===== src/rtl/ycrcb_conv_sched.sv =====
// ycrcb_conv_sched: round-robin scheduler sharing one fixed-latency RGB->YCrCb converter
//   clk_in / rst_n_in          : clock, asynchronous active-low reset
//   req_valid_in/req_ready_out : per-requester pixel handshake (ready is one-hot or zero)
//   req_{r,g,b}_in             : per-requester 10-bit components, packed NUM_REQ x 10
//   conv_{r,g,b}_out           : registered converter inputs
//   conv_{y,cr,cb}_in          : converter outputs, CONV_LAT edges after the inputs change
//   out_*                      : first-word fall-through result FIFO head with valid/ready
module ycrcb_conv_sched #(
    parameter  int NUM_REQ    = 2,
    parameter  int CONV_LAT   = 3,
    parameter  int FIFO_DEPTH = 8,
    localparam int ID_W       = (NUM_REQ > 2) ? $clog2(NUM_REQ) : 1
) (
    input  logic                  clk_in,
    input  logic                  rst_n_in,
    input  logic [NUM_REQ-1:0]    req_valid_in,
    output logic [NUM_REQ-1:0]    req_ready_out,
    input  logic [NUM_REQ*10-1:0] req_r_in,
    input  logic [NUM_REQ*10-1:0] req_g_in,
    input  logic [NUM_REQ*10-1:0] req_b_in,
    output logic [9:0]            conv_r_out,
    output logic [9:0]            conv_g_out,
    output logic [9:0]            conv_b_out,
    input  logic [9:0]            conv_y_in,
    input  logic [9:0]            conv_cr_in,
    input  logic [9:0]            conv_cb_in,
    output logic                  out_valid_out,
    input  logic                  out_ready_in,
    output logic [ID_W-1:0]       out_id_out,
    output logic [9:0]            out_y_out,
    output logic [9:0]            out_cr_out,
    output logic [9:0]            out_cb_out
);
    localparam int CW = $clog2(FIFO_DEPTH + 1);
    localparam int PW = $clog2(FIFO_DEPTH);
    localparam int DW = ID_W + 30;

    logic [ID_W-1:0] last_q, grant;
    logic            found, issue, push, pop;
    logic [CW-1:0]   credits_q, credits_d, cnt_q, cnt_d;
    logic [PW-1:0]   wr_q, rd_q;
    logic [DW-1:0]   mem_q [FIFO_DEPTH];
    logic [CONV_LAT:0] tag_v_q;
    logic [ID_W-1:0] tag_id_q [CONV_LAT+1];
    logic [9:0]      conv_r_q, conv_g_q, conv_b_q;

    // First valid requester at or after last_grant+1, wrapping.
    always_comb begin
        grant = last_q;
        found = 1'b0;
        for (int k = 1; k <= NUM_REQ; k++) begin
            if (!found && req_valid_in[(int'(last_q) + k) % NUM_REQ]) begin
                grant = ID_W'((int'(last_q) + k) % NUM_REQ);
                found = 1'b1;
            end
        end
    end

    // Readiness looks only at registered credits, so a same-cycle pop cannot enable an issue.
    assign req_ready_out = (rst_n_in && found && credits_q != '0) ? NUM_REQ'(1) << grant : '0;
    assign issue         = |(req_valid_in & req_ready_out);
    assign push          = tag_v_q[CONV_LAT];
    assign pop           = out_valid_out && out_ready_in;
    assign credits_d     = credits_q - CW'(issue) + CW'(pop);
    assign cnt_d         = cnt_q + CW'(push) - CW'(pop);

    always_ff @(posedge clk_in or negedge rst_n_in) begin
        if (!rst_n_in) begin
            last_q    <= ID_W'(NUM_REQ - 1);
            credits_q <= CW'(FIFO_DEPTH);
            cnt_q     <= '0;
            wr_q      <= '0;
            rd_q      <= '0;
            tag_v_q   <= '0;
            conv_r_q  <= '0;
            conv_g_q  <= '0;
            conv_b_q  <= '0;
        end else begin
            credits_q <= credits_d;
            cnt_q     <= cnt_d;
            tag_v_q   <= {tag_v_q[CONV_LAT-1:0], issue};
            if (push) wr_q <= wr_q + 1'b1;
            if (pop) rd_q <= rd_q + 1'b1;
            if (issue) begin
                last_q   <= grant;
                conv_r_q <= req_r_in[grant*10 +: 10];
                conv_g_q <= req_g_in[grant*10 +: 10];
                conv_b_q <= req_b_in[grant*10 +: 10];
            end
        end
    end

    // Tag ids and FIFO storage carry no reset; only their valid bits and pointers matter.
    always_ff @(posedge clk_in) begin
        tag_id_q[0] <= grant;
        for (int s = 1; s <= CONV_LAT; s++) tag_id_q[s] <= tag_id_q[s-1];
        if (push) mem_q[wr_q] <= {tag_id_q[CONV_LAT], conv_y_in, conv_cr_in, conv_cb_in};
    end

    always_ff @(posedge clk_in) begin
        if (rst_n_in) begin
            assert (!(push && !pop && cnt_q == CW'(FIFO_DEPTH)));
            assert (credits_q <= CW'(FIFO_DEPTH));
        end
    end

    assign conv_r_out    = conv_r_q;
    assign conv_g_out    = conv_g_q;
    assign conv_b_out    = conv_b_q;
    assign out_valid_out = cnt_q != '0;
    assign {out_id_out, out_y_out, out_cr_out, out_cb_out} = out_valid_out ? mem_q[rd_q] : '0;
endmodule


===== config.mk =====
export PLATFORM = sky130hd
export DESIGN_NAME = ycrcb_conv_sched
export DESIGN_NICKNAME = d
export VERILOG_FILES = /design/src/rtl/ycrcb_conv_sched.sv
export SDC_FILE = /design/constraint.sdc
export NUM_CORES = 1
export LEC_CHECK = 0
export ABC_CLOCK_PERIOD_IN_PS = 10200
export BUFFER_PORTS_ARGS = -buffer_cell sky130_fd_sc_hd__buf_4
export CAP_MARGIN = 20
export CORE_MARGIN = 3
export CORE_UTILIZATION = 38
export DETAILED_ROUTE_END_ITERATION = 8
export GPL_TIMING_DRIVEN = 0
export PLACE_DENSITY_LB_ADDON = 0.08
export SLEW_MARGIN = 20
export SYNTH_ARGS = -nofsm -noshare
export SYNTH_HDL_FRONTEND = slang
export SYNTH_SLANG_ARGS = --single-unit

===== constraint.sdc =====
create_clock -name clk_in -period 10.2 [get_ports clk_in]
set_clock_uncertainty 0.2 [all_clocks]
set_input_delay 0.51 -clock clk_in [delete_from_list [all_inputs] [get_ports clk_in]]
set_output_delay 0.51 -clock clk_in [all_outputs]
set_load 0.05 [all_outputs]

==> flow_summary.json, run 1 <==
{
  "dp.cells": 1204,
  "root_buffer": "clkbuf_16",
  "ys_async_sr_fraction_pct": 16.3,
  "postCtsSetupRepairBufs": 0,
  "dr.pass1.iters": 5,
  "synth_edf_count": 248,
  "die_y_um": 183,
  "required_ps": 9490,
  "ys_types": 33,
  "ys_ff_latch": 301,
  "fp-row-count": 64,
  "wire_per_inst_um": 21.8,
  "cts_inserted_buffers": 31,
  "ant_nets": 0,
  "slowest_delay_ps": 580,
  "start_util_pct": 38.7,
  "syn_inst": 633,
  "syn_avg_cell_area_um2": 18.8,
  "finalMaxSlewViolations": 0,
  "yosys.area.top_type": "edfxtp_1",
  "pre_cts_ws_ps": 6930,
  "endpoint_kind": "primary output",
  "routed_wl_mm": 28.1,
  "syn-cell-area_um2": 11900,
  "io_pins": 159,
  "crit_type": "reg -> out",
  "max_freq_mhz": 279,
  "cts.sink_count": 301,
  "ir_drop_v": 0.000193,
  "drc": 0,
  "hold_path_class": "in -> reg",
  "gr-usage-all-layers_pct": 16.8,
  "p_leak_nw": 5.56,
  "routed-via-count": 6761,
  "setup_viol": 0,
  "grt_pass1_wl_mm": 43.1,
  "port_buffers": 158,
  "path_max_fanout": 10,
  "r2r.worst_path.cells": 13,
  "via_per_inst": 5.24,
  "hpwl_mm": 18.7,
  "critPathLaunchType": "flip-flop",
  "gr-total-overflow": 0,
  "drv_cap": 0,
  "cts_buffer_depth": 3,
  "worst_slew_pin_slew_ps": 796,
  "diodes": 0,
  "hold_viol": 0,
  "clk_latency_ps": 550,
  "clk_pin_slew_ps": 60,
  "cts_tree": "done",
  "status": "complete, no violations",
  "period_share_pct": 35.1,
  "critPathLaunch": "cnt_q[2]",
  "ys.warnings.count": 0,
  "tns_ps": 0,
  "place.gp.congestion": 0.841,
  "final_cells": 1291,
  "cp_data_arrival_time_ps": 2870,
  "crit_chain": "inv_1, ha_1, or3b_4, nor2b_1, clkbuf_1, a22o_1, buf_4",
  "yosys-top-cells-area": "edfxtp_1 63%, mux4_2 10%, dfrtp_1 9.9%, a22o_1 2.3%, a31oi_1 1.6%",
  "core_area_um2": 30700,
  "first_iter_violations": 483,
  "power_density_nw_per_um2": 317,
  "post-route-min-period_ps": 3580,
  "synth_ff_type": "edfxtp_1",
  "synth_common_cells": "248 x edfxtp_1, 55 x mux4_2, 47 x dfrtp_1",
  "synth_top_area_share_pct": 62.7,
  "dieWidth_um": 183,
  "endpoint": "out_cb_out[1]",
  "rrSetupSlack_ps": 7230,
  "synth.yosys.seq_area_share_pct": 73.7,
  "antenna_found_initial": 0,
  "drive_gt1_share_pct": 35.3,
  "cts-htree-levels": 1,
  "rr_endpoint": "credits_q[1]",
  "grt_max_degree": 51,
  "fin_util_pct": 49.8,
  "grt_pass1_vias": 7467,
  "dieArea_um2": 33400,
  "rsz0062_at_grt": "no",
  "final.setup.worst_slack_ps": 6620,
  "relSlewSlack_pct": 46.9,
  "fin_nets": 981,
  "syn2layout_area_growth_pct": 28.6,
  "worstReg2RegStart": "credits_q[3]",
  "power_mw": 4.84,
  "cpMaxStageDelayCell": "clkbuf_1",
  "synth_nets": 742,
  "yosysMostFrequentCell": "edfxtp_1"
}
worst max-delay path: cells and delay by family, from the launching register on:
family	cells	cell delay, ps
buffers and inverters	3	860
AND/OR/NAND/NOR	2	640
flip-flops	1	330
adder cells (fa/ha/maj)	1	200
AO/OA/AOI/OAI	1	300
where the power goes:
group | internal (mW) | switching, mW | total, mW
Sequential | 1.55 | 0.0868 | 1.64
Combinational | 0.770 | 1.29 | 2.06
Clock | 0.689 | 0.451 | 1.14
Total | 3.01 | 1.83 | 4.84
registers in the layout, summed over array words and instances (netlist names):
name and cells:
cnt_q 4, conv_b_out 10, conv_g_out 10, conv_r_out 10, credits_q 4, last_q 1, mem_q 248, rd_q 3
tag_id_q 4, tag_v_q 4, wr_q 3
through the flow:
stage | cell area (um^2) | hold WS [ps]
6_report | 15300 | 35.3
5_1_grt | 15300 | 29.4
4_1_cts | 15300 | 9.15
3_5_place_dp | 13900 | 114
3_3_place_gp | 13600 | 117
2_1_floorplan | 11900 | 14.4
routing by layer:
layer | wire length (um) | GRT usage [%] | share of wire (%)
met1 | 11500 | 21.3 | 41
met2 | 14400 | 30.2 | 51
met3 | 1850 | 3.31 | 6.6
met4 | 484 | 3.51 | 1.7
met5 | 0 | 0 | 0
placed cells by master (no fill, tap or decap), types with 5 or more instances in the layout:
cell type	synthesis	layout
edfxtp_1	248	248
buf_4	0	162
mux4_2	55	55
dfrtp_1	47	47
a21oi_1	32	32
a22o_1	31	31
nand3_1	31	31
clkbuf_16	0	31
dlygate4sd3_1	0	31
o21ai_0	30	30
a31oi_1	30	30
clkbuf_1	22	24
inv_1	17	17
buf_6	11	16
ha_1	12	12
buf_2	10	10
buf_16	0	8
mux4_1	7	7
nand2_1	6	6
nor2_4	0	6
clkinv_1	0	6
clkinv_2	0	6
xnor2_1	5	5
clkbuf_8	0	5
how the worst min path moves through the flow:
stage	slack [ps]	cells after the start	from	endpoint
finish	40	3	req_b_in[13]	conv_b_out[3]
global route	30	3	req_g_in[17]	conv_g_out[7]
CTS	9	3	req_b_in[13]	conv_b_out[3]
detailed placement	110	0	tag_id_q[0]	tag_id_q[1]
global placement	120	0	tag_id_q[1]	tag_id_q[2]
floorplan	10	0	rst_n_in	cnt_q[0]
what timing repair did:
action                                 4_1_cts  5_1_grt
resized for setup                            0        0
hold buffers                                31        0
endpoints found under the hold margin      287        0
cells by family after synthesis:
| kind of cell | synth area share, % |
|---|---|
| flip-flops | 73.7 |
| AO/OA/AOI/OAI | 6.67 |
| multiplexers | 12.3 |
| buffers and inverters | 2.73 |
| AND/OR/NAND/NOR | 2.46 |
| adder cells (fa/ha/maj) | 1.60 |
| XOR/XNOR | 0.590 |
area by class of cell:
class                      instances  area (um^2)
sequential                       301         8760
multi-input combinational        271         2860
inverter                          18         67.6
timing repair buffer             206         1800
clock buffer                      38          852
clock inverter                    18          188
buffer                            43          256
fill                            2579        15400
tap                              396          495
(Power assumes the default switching activity.)
==> inputs of run 2 (changes only) <==
--- a/config.mk
+++ b/config.mk
@@ -5,7 +5,7 @@
 export SDC_FILE = /design/constraint.sdc
 export NUM_CORES = 1
 export LEC_CHECK = 0
-export ABC_CLOCK_PERIOD_IN_PS = 10200
+export ABC_CLOCK_PERIOD_IN_PS = 3000
 export BUFFER_PORTS_ARGS = -buffer_cell sky130_fd_sc_hd__buf_4
 export CAP_MARGIN = 20
 export CORE_MARGIN = 3
==> constraint.sdc (replaced) <==
create_clock -name clk_in -period 3 [get_ports clk_in]
set_clock_uncertainty 0.2 [all_clocks]
set_input_delay 0.15 -clock clk_in [delete_from_list [all_inputs] [get_ports clk_in]]
set_output_delay 0.15 -clock clk_in [all_outputs]
set_load 0.05 [all_outputs]
==> run 2 against run 1 <==
Power grew to 3.4 times the previous value. Final cell count grew 5.0%. Core utilization grew 2.0 points. Critical path depth shrank 2. Die area is the same. Sequential power grew to 3.4 times the previous value. Count of clock-buffer cells in the layout grew 7. Wire length grew 3.3%. Non-clock buffer count grew 60. Critical path type unchanged. Critical endpoint is now out_y_out[7]. Highest routed layer unchanged.
==> flow_summary.json, run 2 (synthesis gave the netlist of run 1 again) <==
{
  "first_iter_violations": 359,
  "p_int_mw": 10.3,
  "finalMaxSlewViolations": 0,
  "p_leak_nw": 5.76,
  "dieWidth_um": 183,
  "syn2layout_area_growth_pct": 33.7,
  "hold_path_class": "in -> async",
  "crit_family": "buffers and inverters",
  "rsz0062_at_grt": "no",
  "wire_per_inst_um": 21.5,
  "combinationalPowerShare_pct": 43.7,
  "cts_tree": "done",
  "cts_buffer_depth": 3,
  "dieArea_um2": 33400,
  "mostFrequentLayoutCells": "248 x edfxtp_1, 158 x buf_4, 94 x dlygate4sd3_1",
  "start_util_pct": 38.7,
  "p_switching_mw": 6.36,
  "drc": 0,
  "clk_latency_ps": 510,
  "worstReg2RegStart": "credits_q[3]",
  "diodes": 0,
  "ant_nets": 0,
  "antenna_found_initial": 0,
  "pre_cts_ws_ps": 70.1,
  "r2r.worst_path.cells": 12,
  "grt_pass1_vias": 7690,
  "critPathLaunch": "rd_q[1]",
  "cts_inserted_buffers": 34,
  "worst_slew_pin_slew_ps": 769,
  "cp_data_arrival_time_ps": 2520,
  "largest_reg_flops": 248,
  "slowest_delay_ps": 610,
  "fin_nets": 1044,
  "worst-path-buf-inv": 3,
  "period_share_pct": 95.8,
  "rrSetupSlack_ps": 230,
  "io_pins": 159,
  "gr-total-overflow": 0,
  "path_max_fanout": 10,
  "via_per_inst": 5.18,
  "seq_power_share_pct": 33.6,
  "max_freq_mhz": 348,
  "power_density_nw_per_um2": 1050,
  "drive_gt1_share_pct": 32.3,
  "final.setup.worst_slack_ps": 127,
  "port_buffers": 158,
  "layout_commonest_cell": "edfxtp_1",
  "cpMaxStageDelayCell": "clkbuf_1",
  "drv_cap": 0,
  "crit_type": "reg -> out",
  "swShare_pct": 38.2,
  "post-route-min-period_ps": 2870,
  "gr-usage-all-layers_pct": 17.4,
  "ir_drop_v": 0.000518,
  "die_y_um": 183,
  "postCtsSetupRepairBufs": 0,
  "clk_pin_slew_ps": 60,
  "hold_viol": 0,
  "crit_chain": "buf_2, clkbuf_1, mux4_2, a22o_1, buf_4",
  "root_buffer": "clkbuf_16",
  "grt_max_degree": 51,
  "dr.pass1.iters": 5,
  "place.gp.congestion": 0.865,
  "clkPwrFrac_pct": 22.7,
  "critPathLaunchType": "flip-flop",
  "grt_pass1_wl_mm": 44.5,
  "cts.sink_count": 301,
  "routed_wl_mm": 29.1,
  "rr_endpoint": "credits_q[2]",
  "endpoint_kind": "primary output",
  "required_ps": 2650,
  "core_area_um2": 30700,
  "fp-row-count": 64,
  "status": "complete, no violations",
  "regMostFlops": "mem_q",
  "hpwl_mm": 18.7,
  "cts-htree-levels": 2,
  "routed-via-count": 7022,
  "holdWs_ps": 11.3,
  "relSlewSlack_pct": 48.7,
  "setup_viol": 0
}
run 2: layer usage:
layer / global-route usage (%) / up-vias / part of all wire (%)
li1: - / 3180 / -
met1: 21.4 / 3567 / 41
met2: 31.2 / 228 / 52
met3: 3.97 / 47 / 5.8
met4: 4.45 / 0 / 1.9
met5: 0 / - / 0
run 2: cell type report:
cell class | count | area, um^2
clock buffers | 45 | 912
inverters | 18 | 70.1
multi-input cells | 271 | 2870
plain buffers | 42 | 253
clock inverters | 15 | 98.8
repair buffers | 267 | 2430
fillers | 2500 | 14800
well taps | 396 | 495
flip-flops and latches | 301 | 8760
run 2: what timing repair did:
action,in CTS,in global routing
pin swaps,0,0
resized for setup,1,1
endpoints found under the hold margin,324,0
setup endpoints to repair,10,3
hold buffers,94,0
run 2: how the worst max path moves through the flow:
stage               endpoint  depth (start not counted)
2_1_floorplan   credits_q[2]                         13
3_3_place_gp    mem_q[5][19]                          2
3_5_place_dp    credits_q[2]                         13
4_1_cts         credits_q[2]                         13
5_1_grt        out_cb_out[0]                          7
6_report        out_y_out[7]                          5
run 2: through the flow:
stage	cell area (um^2)	std cells	total power [mW]	utilization, %	setup TNS, ps
2_1_floorplan	11900	633	10.4	-	0
3_3_place_gp	13600	1187	12.5	44.3	-281480
3_5_place_dp	13900	1202	12.8	45.4	0
4_1_cts	15900	1356	16.9	51.8	0
5_1_grt	15900	1355	17.5	51.8	0
6_report	15900	1355	16.7	51.8	0
run 2: worst register-to-register path, stage by stage, from the launching register on:
cell and delay [ps]:
dfstp_2 520, inv_1 40, ha_1 170, or3b_1 150, clkbuf_1 170, nand2_1 150
inv_4 170, ha_1 260, inv_1 60, ha_1 170, inv_1 60, fa_1 400
xnor2_1 140
run 2: power groups by stage:
stage | combinational [mW] | clock, mW | sequential (mW)
floorplan | 4.23 | 0 | 6.20
global placement | 6.81 | 0 | 5.66
detailed placement | 7.08 | 0 | 5.67
CTS | 7.41 | 3.89 | 5.60
global route | 7.75 | 4.06 | 5.66
finish | 7.28 | 3.78 | 5.60
==> inputs of run 3 (changes only) <==
--- a/config.mk
+++ b/config.mk
@@ -9,7 +9,7 @@
 export BUFFER_PORTS_ARGS = -buffer_cell sky130_fd_sc_hd__buf_4
 export CAP_MARGIN = 20
 export CORE_MARGIN = 3
-export CORE_UTILIZATION = 38
+export CORE_UTILIZATION = 52
 export DETAILED_ROUTE_END_ITERATION = 8
 export GPL_TIMING_DRIVEN = 0
 export PLACE_DENSITY_LB_ADDON = 0.08
==> run 3 against run 2 <==
Sequential share of layout area up 0.72 points. Clock power about the same. Non-clock buffer count down 2. Largest power group unchanged. Via count up 1.2%. Largest cell class unchanged. First-iteration DRC count up 33%.
==> flow_summary.json, run 3 (synthesis gave the netlist of run 1 again) <==
{
  "status": "complete, no violations",
  "dr.pass1.iters": 4,
  "post-route-min-period_ps": 2850,
  "required_ps": 2650,
  "first_iter_violations": 477,
  "port_buffers": 158,
  "drv_cap": 0,
  "drive_gt1_share_pct": 32.5,
  "hold_viol": 0,
  "crit_chain": "inv_1, ha_1, or3b_4, nor2b_1, buf_2, a22o_1, buf_4",
  "relSlewSlack_pct": 47.3,
  "diodes": 0,
  "clk_pin_slew_ps": 60,
  "cts-htree-levels": 1,
  "cpMaxStageDelayCell": "buf_2",
  "setup_viol": 0,
  "crit_type": "reg -> out",
  "io_pins": 159,
  "worst-path-buf-inv": 3,
  "fin_util_pct": 70.8,
  "final_cells": 1233,
  "power_mw": 16.6,
  "core_area_um2": 22200,
  "path_max_fanout": 10,
  "hold_path_class": "in -> reg",
  "power_density_nw_per_um2": 1060,
  "cts_buffer_depth": 3,
  "p_leak_nw": 5.75,
  "place.gp.congestion": 0.829,
  "cts.sink_count": 301,
  "cts_tree": "done",
  "hpwl_mm": 16.9,
  "dp.cells": 1081,
  "fin_nets": 1039,
  "finalMaxSlewViolations": 0,
  "die_y_um": 157,
  "via_per_inst": 5.76,
  "fp-row-count": 54,
  "clk_latency_ps": 540,
  "syn2layout_area_growth_pct": 32.0,
  "ant_nets": 0,
  "worst_slew_pin_slew_ps": 787,
  "critPathLaunchType": "flip-flop",
  "gr-total-overflow": 0,
  "routed-via-count": 7104,
  "regMostFlops": "mem_q",
  "grt_pass1_wl_mm": 42.4,
  "cts_inserted_buffers": 31,
  "antenna_found_initial": 0,
  "endpoint_kind": "primary output",
  "max_freq_mhz": 351,
  "dieArea_um2": 24700,
  "drc": 0,
  "dieWidth_um": 157,
  "root_buffer": "clkbuf_16",
  "postCtsSetupRepairBufs": 0,
  "wire_per_inst_um": 22.0,
  "start_util_pct": 53.6,
  "rsz0062_at_grt": "no",
  "cp_data_arrival_time_ps": 2500,
  "ir_drop_v": 0.000634,
  "crit_family": "buffers and inverters",
  "largest_reg_flops": 248,
  "grt_pass1_vias": 7640,
  "regArea_um2": 8760,
  "multi_input_area_um2": 2870,
  "slowest_delay_ps": 360,
  "mostFrequentLayoutCells": "248 x edfxtp_1, 158 x buf_4, 96 x dlygate4sd3_1",
  "period_share_pct": 94.9,
  "fillers": 1434,
  "grt_max_degree": 48,
  "gr-usage-all-layers_pct": 22.4,
  "routed_wl_mm": 27.1,
  "layout_commonest_cell": "edfxtp_1"
}
[run 3: final cells by class]
| type | count | share of cell area [%] |
|---|---|---|
| well taps | 280 | 2.23 |
| repair buffers | 265 | 15.1 |
| inverters | 18 | 0.447 |
| clock buffers | 35 | 5.04 |
| plain buffers | 42 | 1.65 |
| flip-flops and latches | 301 | 55.8 |
| multi-input cells | 271 | 18.3 |
| clock inverters | 21 | 1.40 |
[run 3: metal layers]
metal  vias up  share of wire (%)  global-route usage [%]
li1       3157                  -                       -
met1      3620                 38                    29.2
met2       277                 52                    38.8
met3        50                7.1                    4.78
met4         0                2.2                    5.99
met5         -                  0                       0
[run 3: tightest hold or removal path: cells and delay by family]
family                 cells  cell delay [ps]
buffers and inverters      1              100
muxes                      1              190
and+or+nand+nor            2              300
[run 3: what timing repair did]
item,CTS,global route
resized for setup,1,6
hold endpoints to repair,324,0
endpoints found under the setup margin,10,6
hold buffers,97,0
gates cloned,0,0
[run 3: final timing paths]
check	from	cells after the start	end	slack [ps]
hold / removal	req_valid_in[1]	4	last_q	30
setup reg to reg	credits_q[2]	12	credits_q[2]	210
max in group asynchronous	rst_n_in	4	conv_r_out[5]	1830
setup / recovery	cnt_q[2]	7	out_cr_out[3]	150
min in group asynchronous	rst_n_in	3	last_q	530
hold reg to reg	tag_id_q[2]	0	tag_id_q[3]	130
[run 3: power by group]
part | switching, mW | internal [mW] | total (mW)
Clock | 1.54 | 2.23 | 3.78
Combinational | 4.38 | 2.84 | 7.22
Sequential | 0.309 | 5.28 | 5.59
[run 3: per-stage QoR]
stage | setup TNS [ps] | worst slack [ps] | cell area (um^2) | hold slack, ps
floorplan | 0 | 351 | 11900 | -346
global placement | -216550 | -1060 | 13400 | -0.843
detailed placement | 0 | 53.6 | 13700 | 9.30
CTS | 0 | 32.0 | 15700 | 5.35
global route | 0 | 11.4 | 15700 | 46.1
finish | 0 | 152 | 15700 | 32.5
